**config.mk**
```make
export PLATFORM = sky130hd
export DESIGN_NAME = count_display
export DESIGN_NICKNAME = d
export VERILOG_FILES = /design/src/rtl/count_display.sv
export SDC_FILE = /design/constraint.sdc
export NUM_CORES = 1
export LEC_CHECK = 0
export ABC_AREA = 1
export CORE_ASPECT_RATIO = 1.25
export CORE_UTILIZATION = 39
export CTS_BUF_LIST = sky130_fd_sc_hd__clkbuf_4
export DETAILED_ROUTE_END_ITERATION = 12
export SYNTH_ARGS = -nofsm -noshare
export SYNTH_HDL_FRONTEND = slang
export SYNTH_SLANG_ARGS = --single-unit
```
**constraint.sdc**
```tcl
create_clock -name clk -period 3.1 [get_ports clk]
set_clock_uncertainty 0.2 [all_clocks]
set_input_delay 0.62 -clock clk [delete_from_list [all_inputs] [get_ports clk]]
set_output_delay 0.62 -clock clk [all_outputs]
set_load 0.05 [all_outputs]
```
**src/rtl/count_display.sv**
```systemverilog
// Two-digit multiplexed 7-segment driver for an 8-bit count with frame-synchronous snapshot.
// Optional build macro LEADING_ZERO_BLANK_EN blanks the high digit when its nibble is zero.

//  state | meaning
//  ------+----------------------------------------------
//  DIG0  | low nibble slot, an = 2'b10
//  DIG1  | high nibble slot, an = 2'b01 (or 2'b11 if blanked)

module count_display #(
    parameter int PRESCALE = 4
) (
    input  logic       clk,
    input  logic       reset,
    input  logic [7:0] count,
    input  logic       blank,
    output logic [1:0] an,
    output logic [6:0] seg,
    output logic       frame_done
);

    typedef enum logic {
        DIG0 = 1'b0,
        DIG1 = 1'b1
    } state_t;

    localparam logic [15:0] PRESC_TC = 16'(PRESCALE - 1);

    state_t      state_q, state_d;
    logic [15:0] presc_q, presc_d;
    logic [7:0]  snap_q,  snap_d;
    logic [1:0]  an_q,    an_d;
    logic [6:0]  seg_q,   seg_d;
    logic        frame_done_q, frame_done_d;
    logic        tick;
    logic [3:0]  nib;

    function automatic logic [6:0] decode(input logic [3:0] v);
        logic [6:0] s;
        case (v)
            4'h0: s = 7'b1000000;
            4'h1: s = 7'b1111001;
            4'h2: s = 7'b0100100;
            4'h3: s = 7'b0110000;
            4'h4: s = 7'b0011001;
            4'h5: s = 7'b0010010;
            4'h6: s = 7'b0000010;
            4'h7: s = 7'b1111000;
            4'h8: s = 7'b0000000;
            4'h9: s = 7'b0010000;
            4'hA: s = 7'b0001000;
            4'hB: s = 7'b0000011;
            4'hC: s = 7'b1000110;
            4'hD: s = 7'b0100001;
            4'hE: s = 7'b0000110;
            default: s = 7'b0001110;
        endcase
        return s;
    endfunction

    always_ff @(posedge clk or negedge reset) begin
        if (!reset) begin
            presc_q      <= '0;
            state_q      <= DIG0;
            snap_q       <= 8'h00;
            an_q         <= 2'b10;
            seg_q        <= 7'b1000000;
            frame_done_q <= 1'b0;
        end else begin
            presc_q      <= presc_d;
            state_q      <= state_d;
            snap_q       <= snap_d;
            an_q         <= an_d;
            seg_q        <= seg_d;
            frame_done_q <= frame_done_d;
        end
    end

    always_comb begin
        tick         = (presc_q == PRESC_TC);
        presc_d      = tick ? '0 : presc_q + 16'd1;
        state_d      = state_q;
        snap_d       = snap_q;
        frame_done_d = 1'b0;
        an_d         = 2'b10;

        if (tick) begin
            if (state_q == DIG0) begin
                state_d = DIG1;
            end else begin
                state_d      = DIG0;
                snap_d       = count;
                frame_done_d = 1'b1;
            end
        end

        // Outputs are derived from the next state/snapshot so they change on the same edge.
        nib   = (state_d == DIG0) ? snap_d[3:0] : snap_d[7:4];
        seg_d = decode(nib);

        if (blank) begin
            an_d = 2'b11;
        end else if (state_d == DIG0) begin
            an_d = 2'b10;
        end else begin
            an_d = 2'b01;
`ifdef LEADING_ZERO_BLANK_EN
            if (nib == 4'h0) an_d = 2'b11;
`else
`endif
        end
    end

    assign an         = an_q;
    assign seg        = seg_q;
    assign frame_done = frame_done_q;

endmodule

```
## Word level (Yosys, flattened, before mapping)

Memory sizes are Yosys's and may differ from the RTL's. A register that Yosys moved wholly into a read port is not among the register bits.
Cells that the tools add are included.

- Add/subtract/negate cells: 1
- Multipliers: 0
- Div/mod/pow operators: 0
- $lt $le $gt $ge: 0
- Equal/unequal tests: 1
- Shift-type cells: 0
- Mux-type cells: 10
- Bitwise gates (word level): 0
- Reduce and logical (&&, ||, !) cells: 1

Operators with widths:

| operator | count |
|---|---|
| $add A16 B1 Y16 const B | 1 |
| $eq A16 B2 Y1 const B | 1 |
| $mux W16 | 1 |
| $mux W8 | 2 |
| $mux W1 | 4 |
| $mux W2 | 2 |
| $mux W4 | 1 |
| $logic_not A1 Y1 | 1 |

- Flip-flop bits (word level): 28
- Bits in latches: 0
- RAM bits: 0
- Bits in read-only memories: 112
- Bits of input ports: 11
- Output and inout bits: 10
- Word-level logic and storage cells: 19
- Memories: 1

Memory list:

| name | words | width | rd ports | clocked after Yosys merged registers in | wr ports | RTL line | text |
|---|---|---|---|---|---|---|---|
| (name not given) | 16 | 7 | 1 | 1 | 0 | 39 | `case (v)` |

## Longest topological paths before layout

Gate-level depths: netlist of the first run.

- Depth in word-level cells: 4
- Gate-level depth with buffers: 18
- Mapped depth without buffers: 17

## Worst setup path before layout of the first run

No wires, ideal clock.

- Path kind: register to register
- Start: register presc_q[0]
- End: register seg_q[5], in the netlist seg[5]
- Setup time: 0.117 ns
- Arrival: 2.343 ns
- Required time: 2.783 ns
- Path slack: 0.440 ns
- Cell stages (with the launch flop): 19
- Path buffers: 1
- Period minus slack after synthesis: 2.660 ns
- Cell sequence: dfrtp_1 > ha_1 > inv_1 > nor2_1 > nand2_1 > nor2_1 > nand2_1 > inv_1 > ha_1 > buf_2 > inv_1 > nand3_1 > nand2_1 > inv_1 > ha_1 > nand3_1 > nand2_1 > nand2_1 > nand2_1

- Word-level cells in the longest chain between the ends: 3
- Elaborated cells on any way between the ends: 4
- Those cells by class: 1 x eq/ne; 3 x mux

Ends and longest elaborated chain:

| what | RTL line | text |
|---|---|---|
| start, declared | 29 | `logic [15:0] presc_q, presc_d;` |
| start signal, assigned | 69 | `presc_q <= presc_d;` |
| $eq A16 B2 Y1 | 79 | `tick = (presc_q == PRESC_TC);` |
| $mux W1 | 86 | `if (tick) begin` |
| net state_d | 28 | `state_t state_q, state_d;` |
| $mux W4 | 97 | `nib = (state_d == DIG0) ? snap_d[3:0] : snap_d[7:4];` |
| end, declared | 32 | `logic [6:0] seg_q, seg_d;` |

The timed path passes the listed nets, and every way through them passes these cells.

## Final worst setup path of the first run

- Start: register presc_q[0]
- End: register seg_q[3], in the netlist seg[3]

Same word-level chain as after synthesis.

==> results of run 1 <==
==> power by group through the flow <==
| stage | Combinational, mW | Sequential (mW) | Clock [mW] |
|---|---|---|---|
| floorplan | 0.0389 | 0.515 | 0 |
| global placement | 0.119 | 0.484 | 0 |
| detailed placement | 0.118 | 0.485 | 0 |
| CTS | 0.119 | 0.476 | 0.272 |
| global route | 0.130 | 0.477 | 0.288 |
| finish | 0.117 | 0.475 | 0.261 |
==> cell usage in the layout (no fill, tap or decap), drive strengths merged <==
master / count
nand3b: 1
buf: 2
dfrtp: 33
ha: 8
dfstp: 2
inv: 30
o21ai: 5
xor2: 9
nand4: 2
o21bai: 1
nand2: 92
nand3: 31
and3: 1
clkbuf: 7
nor3: 3
clkdlybuf4s50: 20
clkinv: 1
nor2: 25
a21o: 1
a21oi: 1
==> layer usage <==
layer | part of all wire, % | global-route usage (%) | up-vias
li1 | - | - | 822
met1 | 44 | 18.60 | 721
met2 | 52 | 30.82 | 18
met3 | 2.3 | 3.889 | 9
met4 | 2.2 | 8.478 | 0
met5 | 0 | 0 | -
==> worst max-delay path, stage by stage (launching register included) <==
cell and delay, ns:
dfrtp_1 0.41, ha_1 0.24, inv_1 0.08, nor2_1 0.04, nand2_1 0.06, nor2_1 0.03, nand2_1 0.06, inv_1 0.08
ha_1 0.39, buf_4 0.18, nand3_1 0.09, nand2_1 0.18, inv_1 0.11, ha_1 0.23, nand3_1 0.14, nand2_1 0.07
nand2_1 0.05, nand2_1 0.04
==> registers in the layout, summed over array words and instances, names as in the netlist <==
register	flops
state_q	1
an	2
snap_q	8
seg	7
presc_q	16
frame_done	1
==> metrics by stage <==
| step | power, mW | std cells | worst slack [ns] |
|---|---|---|---|
| final | 0.8535 | 335 | 0.3346 |
| after global routing | 0.8952 | 335 | 0.01669 |
| after CTS | 0.8660 | 335 | 0.2898 |
| after detailed placement | 0.6025 | 327 | 0.2962 |
| after global placement | 0.6032 | 327 | 0.3842 |
| after floorplan | 0.5537 | 247 | 0.4405 |
==> worst paths after layout <==
check                                     start                    to  slack, ns
max                        presc_q[0]$_DFF_PN0_      seg[3]$_DFF_PN0_       0.33
min reg2reg                presc_q[0]$_DFF_PN0_  presc_q[0]$_DFF_PN0_       0.27
max reg2reg                presc_q[0]$_DFF_PN0_      seg[3]$_DFF_PN0_       0.33
min                        presc_q[0]$_DFF_PN0_  presc_q[0]$_DFF_PN0_       0.27
max in group asynchronous                 reset       an[1]$_DFF_PN1_       1.87
min in group asynchronous                 reset  presc_q[4]$_DFF_PN0_       0.48
==> logic make-up after synthesis <==
family	count (synthesis)	synth area share, %
and+or+nand+nor	155	38.47
buffers and inverters	32	6.160
xor gates and xnor gates	9	3.960
AOI/OAI and AO/OA	8	2.263
DFF	35	44.12
adders and majority gates	8	5.028
==> timing repair <==
item	4_1_cts	5_1_grt
buffers inserted	0	0
hold buffers	0	0
resized for setup	0	1
endpoints found under the setup margin	0	3
==> final cells by class <==
type / count / area, µm²
clock inverters: 1 / 5.005
clock buffers: 7 / 52.55
fillers: 476 / 2506
repair buffers: 22 / 215.2
inverters: 30 / 112.6
multi-input cells: 180 / 989.7
well taps: 60 / 75.07
flip-flops and latches: 35 / 878.3
==> results.txt, run 1 <==
- Headroom to the max-slew limit came out at 66.31%.
- Final critical-path required period: 2.765 ns
- Area fraction of the dominant cell type after synthesis: 41.48%
- Portion of total power attributed to combinational logic: 13.7%
* Biggest area consumer among synthesized cells: dfrtp_1
- In this run the deepest clock path goes through 2 buffers.
* Pin count of the biggest net entering global routing: 36
* Final standard cell utilization of the core: 48.16%
- Smallest hold slack: 0.2657 ns
* Remaining number of nets flagged by the antenna check after routing: 0
* Number of I/O pins: 21
- Final net count: 293
- Die height: 81.88 µm
- Static timing analysis puts the maximum clock frequency at 361.6 MHz.
- For the worst-skew pair, the clock arrives at the later sink with an insertion delay of 0.34 ns.
- Counting flops with a built-in enable in the synthesized netlist gives 0.
- After legalization and detailed placement, the total HPWL measured 2.903 mm.
- Input and output buffers added on the ports amount to 20.
- Dividing the detail-routed wire length by the instance count gives 11.81 µm.
- For this configuration, the core starts out at a cell density of 41.17%.
- For the pin with the worst max-slew slack, the measured transition is 0.5038 ns.
- Async S/R FF share, synth: 100.0%
- Internal Power: 0.6185 mW
- Grt total ovfl: 0
- Clock network power share: 30.6%
* Post-synthesis instance total: 247
- Total inserted antenna cells: 0
* Via count of the first global-routing pass: 1589
* Max capacitance violation total: 0
* Yosys warning total: 0
* Crit path max fanout: 6
* Placeable Area: 4835 µm²
* Share of the yosys chip area belonging to registers: 44.12%
* Post-synth cell types: 27
* Data arrival at the endpoint of the critical path: 2.81 ns
* Number of setup violations in the final report: 0
- In this run the cell area of the synthesized design comes to 1991 µm².
* Wire length of the first global-routing pass: 6.872 mm
- IR analysis of the VDD net gives a maximum drop of 0.2268 mV.
- Clock slew at the register clock pins of the worst setup and hold paths: 0.11 ns
- The number of hold-slack violations in the final timing report came to 0.
* Number of buffers created by CTS: 5
- Setup repair after global routing left no endpoint under its margin.
- Number of search-and-repair iterations in the first detailed-routing pass: 4
* Register bit total from synthesis: 35
- Sorting the synthesized cells by how often they occur yields nand2_1 (83), dfrtp_1 (33), inv_1 (28).
- Most used standard cell by instance count after synthesis: nand2_1
- Of the cells placed in the final design, the portion with a size suffix greater than 1 is 12.73%.
- Of the available clock period, the critical path in the final layout requires 89.21%.
- For this design the ratio of total power to cell area is 366.5 nW/µm².
- In this run the static leakage power is 1.248 nW.
- Counting every net in the synthesized netlist gives 266.
- Most area-consuming cells after synthesis: dfrtp_1 (41%), nand2_1 (16%), nand3_1 (6.3%), inv_1 (5.3%), ha_1 (5.0%)
* TritonCTS clock tree: built
* Initial antenna violation count: 0
- Worst Hold Path Cells: 1
- In this run switching power makes up 27.53% of total power.
- Final count of pins violating max slew: 0
- Once layout is done, the placed cells without fillers occupy 2328 µm².
* Total Routed Length: 3.956 mm
* Final Wtd Congestion: 0.8866
- Req. time, crit path: 3.15 ns
- Setup TNS after final layout: 0 ns
- The worst setup path is launched from a flop.
* Synthesized area divided by synthesized cell count: 8.059 µm²
- Combined global-route utilization of all metal layers: 17.12%
- Area growth syn-to-layout: 16.97%
* DRC violation count after routing: 0
- The placed instances occupy a cell area of 2271 µm².
- The worst register-to-register path has a depth of 17.
* CTS root buf: clkbuf_4
* Endpoint class of the critical path: flop
- The flow ran to the end, and the final reports show no timing, DRC or antenna violations.
- Synth Flop Type: dfrtp_1
- Net switching power: 0.2349 mW
- The die covers 5396 µm².
- The die is 65.90 µm wide.
- Detail-routed via count per cell: 4.687
- H-tree level count: 2
* Seq pwr share: 55.7%
- # rows: 28
- The detailed router finished its first iteration with 47 violations.
- Min-delay worst type: reg2reg
* Clock sinks: 35
* Worst setup path category: reg2reg
- The routed layout has 1570 vias.
Note: power is estimated with default switching activity, not from simulation.
==> run 2: changes to the inputs <==
Settings changed: CORE_ASPECT_RATIO 1.25 to default, CORE_UTILIZATION 39 to 49, PLACE_DENSITY from default to 0.71, SETUP_SLACK_MARGIN from default to 0.15.
==> results.txt, run 2 (same netlist as run 1, synthesis figures left out) <==
* Number of flip-flops under the largest register name: 16 (unchanged)
- Final critical-path required period: 2.666 ns (-0.09967 ns)
- The required time of the critical path was 3.14 ns (about the same).
- Commonest non-fill, non-tap cells in the layout: nand2_1 (82), dfrtp_1 (33), inv_1 (27)
- The period utilization is 85.99% (-3.2 points).
- The global routing met2 resource utilization was 34.18% (+3.4 points).
- In this design, the critical path's most frequently occurring cell is nand2_1.
- The total half-perimeter wirelength after legalization and detailed placement was 2.686 mm (-7.5%).
- The number of hold-slack violations in the final timing report was 0 (unchanged).
- Unrepaired setup endpoints after global routing: false
- The buffers plus inverters on the worst setup path is 4 (unchanged).
- Number of search-and-repair iterations in the first detailed-routing pass: 4 (unchanged)
- Slowest cell on crit path: dfrtp_1
- The number of cells traversed by the worst register-to-register path is 17 (unchanged).
* Met1 usage in global routing: 22.65% (+4.1 points)
- The detail-routed via count per cell was 4.848 (+3.4%).
* Crit path max fanout: 8 (+2)
* Placeable Area: 3771 µm² (-22%)
- Data arrival at the endpoint of the critical path: 2.70 ns (-0.11 ns)
- The final max-slew violation count is 0 (unchanged).
- Final standard cell utilization of the core: 61.11% (+13 points)
* CTS root buf: clkbuf_4
- The count of clock tree sinks is 35 (unchanged).
- The total of hold buffers inserted after clock tree synthesis is 0 (unchanged).
- # rows: 22 (-21%)
- The flow ran to the end, and the final reports show no timing, DRC or antenna violations.
- Clock slew at the register clock pins of the worst setup and hold paths: 0.10 ns (about the same)
* Number of buffers created by CTS: 5 (unchanged)
- Initial antenna violation count: 0 (unchanged)
- The startpoint identified for the worst hold timing path is presc_q[0]$_DFF_PN0_.
- The internal power came to 0.5928 mW (-4.2%).
* TritonCTS clock tree: built
- The number of global-route vias before repair came to 1490 (-6.2%).
- The source-to-sink clock delay at the later pin of the worst-skew pair came to 0.34 ns (about the same).
- Area of the die: 4322 µm² (-20%)
- Remaining number of nets flagged by the antenna check after routing: 0 (unchanged)
* Leakage Power: 1.241 nW (-0.61%)
- STA classifies the critical path endpoint as a flop.
- The number of buffers added on ports came to 20 (unchanged).
* CP Launch Type: flop
- The proportion of total power due to net switching was 27.96% (+0.43 points).
- The total DRC errors in the routed layout is 0 (unchanged).
- Crit path largest cell delay: 0.41 ns (about the same)
- From synthesis to final layout, the design area changed by 15.78%.
* Most frequent standard cell in the layout excluding fill and tap cells: nand2_1
* Portion of total power attributed to combinational logic: 14.1% (+0.4 points)
* Seq pwr share: 57.7% (+2.0 points)
* Die height: 65.74 µm (-20%)
- The worst register-to-register path ends at seg[3]$_DFF_PN0_.
* Worst ir drop on vdd: 0.2701 mV (+19%)
- The switching power is 0.2301 mW (-2.1%).
* Number of I/O pins: 21 (unchanged)
* Cell Chain, Critical Path: ha_1 -> inv_1 -> nor2_1 -> nand2_1 -> nor2_1 -> nand2_1 -> inv_1 -> ha_1 -> buf_4 -> nand3_1 -> nand2_2 -> inv_1 -> ha_1 -> nand3_1 -> nand2_1 -> nand2_1 -> nand2_1
- Power per Cell Area: 357.1 nW/µm² (-2.6%)
- Most congested layer reported by global routing: met2
- The routed wire length came to 3.654 mm (-7.6%).
* Total number of vias: 1561 (-0.57%)
- The final count of negative-setup-slack endpoints was 0 (unchanged).
* Clock network power share: 28.2% (-2.4 points)
* Maximum root-to-sink buffer count: 2 (unchanged)
* WL/cell: 11.35 µm (-3.9%)
- The count of max-cap constraint violations was 0 (unchanged).
- Final Wtd Congestion: 0.8871 (about the same)
- Worst r2r src: presc_q[0]$_DFF_PN0_
* Pin count of the biggest net entering global routing: 36 (unchanged)
* Setup slack on the worst flop-to-flop path: 0.43 ns (+0.10 ns)
* Chip width: 65.74 µm (-0.24%)
- Worst slack at placement: 0.3390 ns (+0.04280 ns)
- The worst setup margin was 0.4342 ns (+0.09967 ns).
- H-tree level count: 2 (unchanged)
* Share of cells above drive strength 1: 12.41% (-0.32 points)
* Final net count: 293 (unchanged)
- The overall overflow remaining after global route is 0 (unchanged).
- Setup repair bufs after CTS: 0 (unchanged)
* Effective utilization at floorplan: 52.79% (+12 points)
* Top achievable clock speed: 375.1 MHz (+3.7%)
* Number of fill cells in the layout: 342 (-28%)
* Worst setup path category: reg2reg
- Pin slew with the least headroom to its limit: 0.5001 ns (-0.003714 ns)
- Register bank with the most flops: presc_q
- The count of antenna diodes in the layout is 0 (unchanged).
* Setup TNS after final layout: 0 ns (unchanged)
- Wire length of the first global-routing pass: 6.306 mm (-8.2%)
- For hold timing, the worst endpoint is presc_q[0]$_DFF_PN0_.
- Relative slew slack: 66.56% (+0.25 points)
- The kind of cell with the highest combined delay along the critical path is adder cells.
- Min-delay worst type: reg2reg
- The instance count along the most critical hold path is 1 (unchanged).
- The met3 track demand over resource was 6.250% (+2.4 points).
- Combined global-route utilization of all metal layers: 19.70% (+2.6 points)
- Drt initial violations: 55 (+17%)
## run 2: changes by cell type in the layout (fill, tap and decap cells not counted)
cell      previous run  this run
clkinv_1             0         1
clkbuf_4             7         5
nand2_2              6         7
nand2_1             83        82
## run 2: power by group through the flow
stage	clock (mW)	sequential [mW]	combinational, mW
2_1_floorplan	0	0.515	0.0389
4_1_cts	0.239	0.475	0.117
3_5_place_dp	0	0.484	0.117
5_1_grt	0.262	0.477	0.128
3_3_place_gp	0	0.484	0.117
6_report	0.232	0.475	0.116
## run 2: through the flow
step	total power [mW]	instances	hold slack [ns]	cell area [µm²]
final	0.8229	322	0.2753	2305
after global routing	0.8671	322	0.2879	2305
after CTS	0.8320	322	0.2791	2302
after detailed placement	0.6014	315	0.2643	2256
after global placement	0.6016	315	0.2375	2256
after floorplan	0.5537	247	0.1244	1991
## run 2: how the worst max path moves through the flow
| stage | startpoint | to | slack [ns] | depth (start not counted) |
|---|---|---|---|---|
| final | presc_q[0]$_DFF_PN0_ | seg[3]$_DFF_PN0_ | 0.43 | 17 |
| after floorplan | presc_q[0]$_DFF_PN0_ | seg[5]$_DFF_PN0_ | 0.44 | 18 |
| after global routing | presc_q[0]$_DFF_PN0_ | seg[5]$_DFF_PN0_ | 0.18 | 17 |
| after detailed placement | presc_q[0]$_DFF_PN0_ | seg[5]$_DFF_PN0_ | 0.34 | 17 |
| after global placement | presc_q[0]$_DFF_PN0_ | seg[3]$_DFF_PN0_ | 0.46 | 17 |
| after CTS | presc_q[0]$_DFF_PN0_ | seg[3]$_DFF_PN0_ | 0.32 | 17 |
## run 2: layout make-up
cell class / instances / area [µm²] / area share [%]
multi-input cells: 180 / 992.2 / 43.05
flip-flops and latches: 35 / 878.3 / 38.11
repair buffers: 22 / 215.2 / 9.338
inverters: 30 / 112.6 / 4.886
well taps: 48 / 60.06 / 2.606
clock buffers: 5 / 37.54 / 1.629
clock inverters: 2 / 8.758 / 0.3800
## run 2: timing repair
action / in CTS / in global routing
endpoints found under the hold margin: 0 / 0
setup endpoints to repair: 0 / 4
gates resized for setup: 0 / 2
## run 2: routing by layer
metal,share of wire (%),wire [µm],up-vias
met4,1.3,48,0
met5,0,0,-
met2,49,1792,18
met3,3.4,123,5
met1,46,1690,714
li1,-,-,824
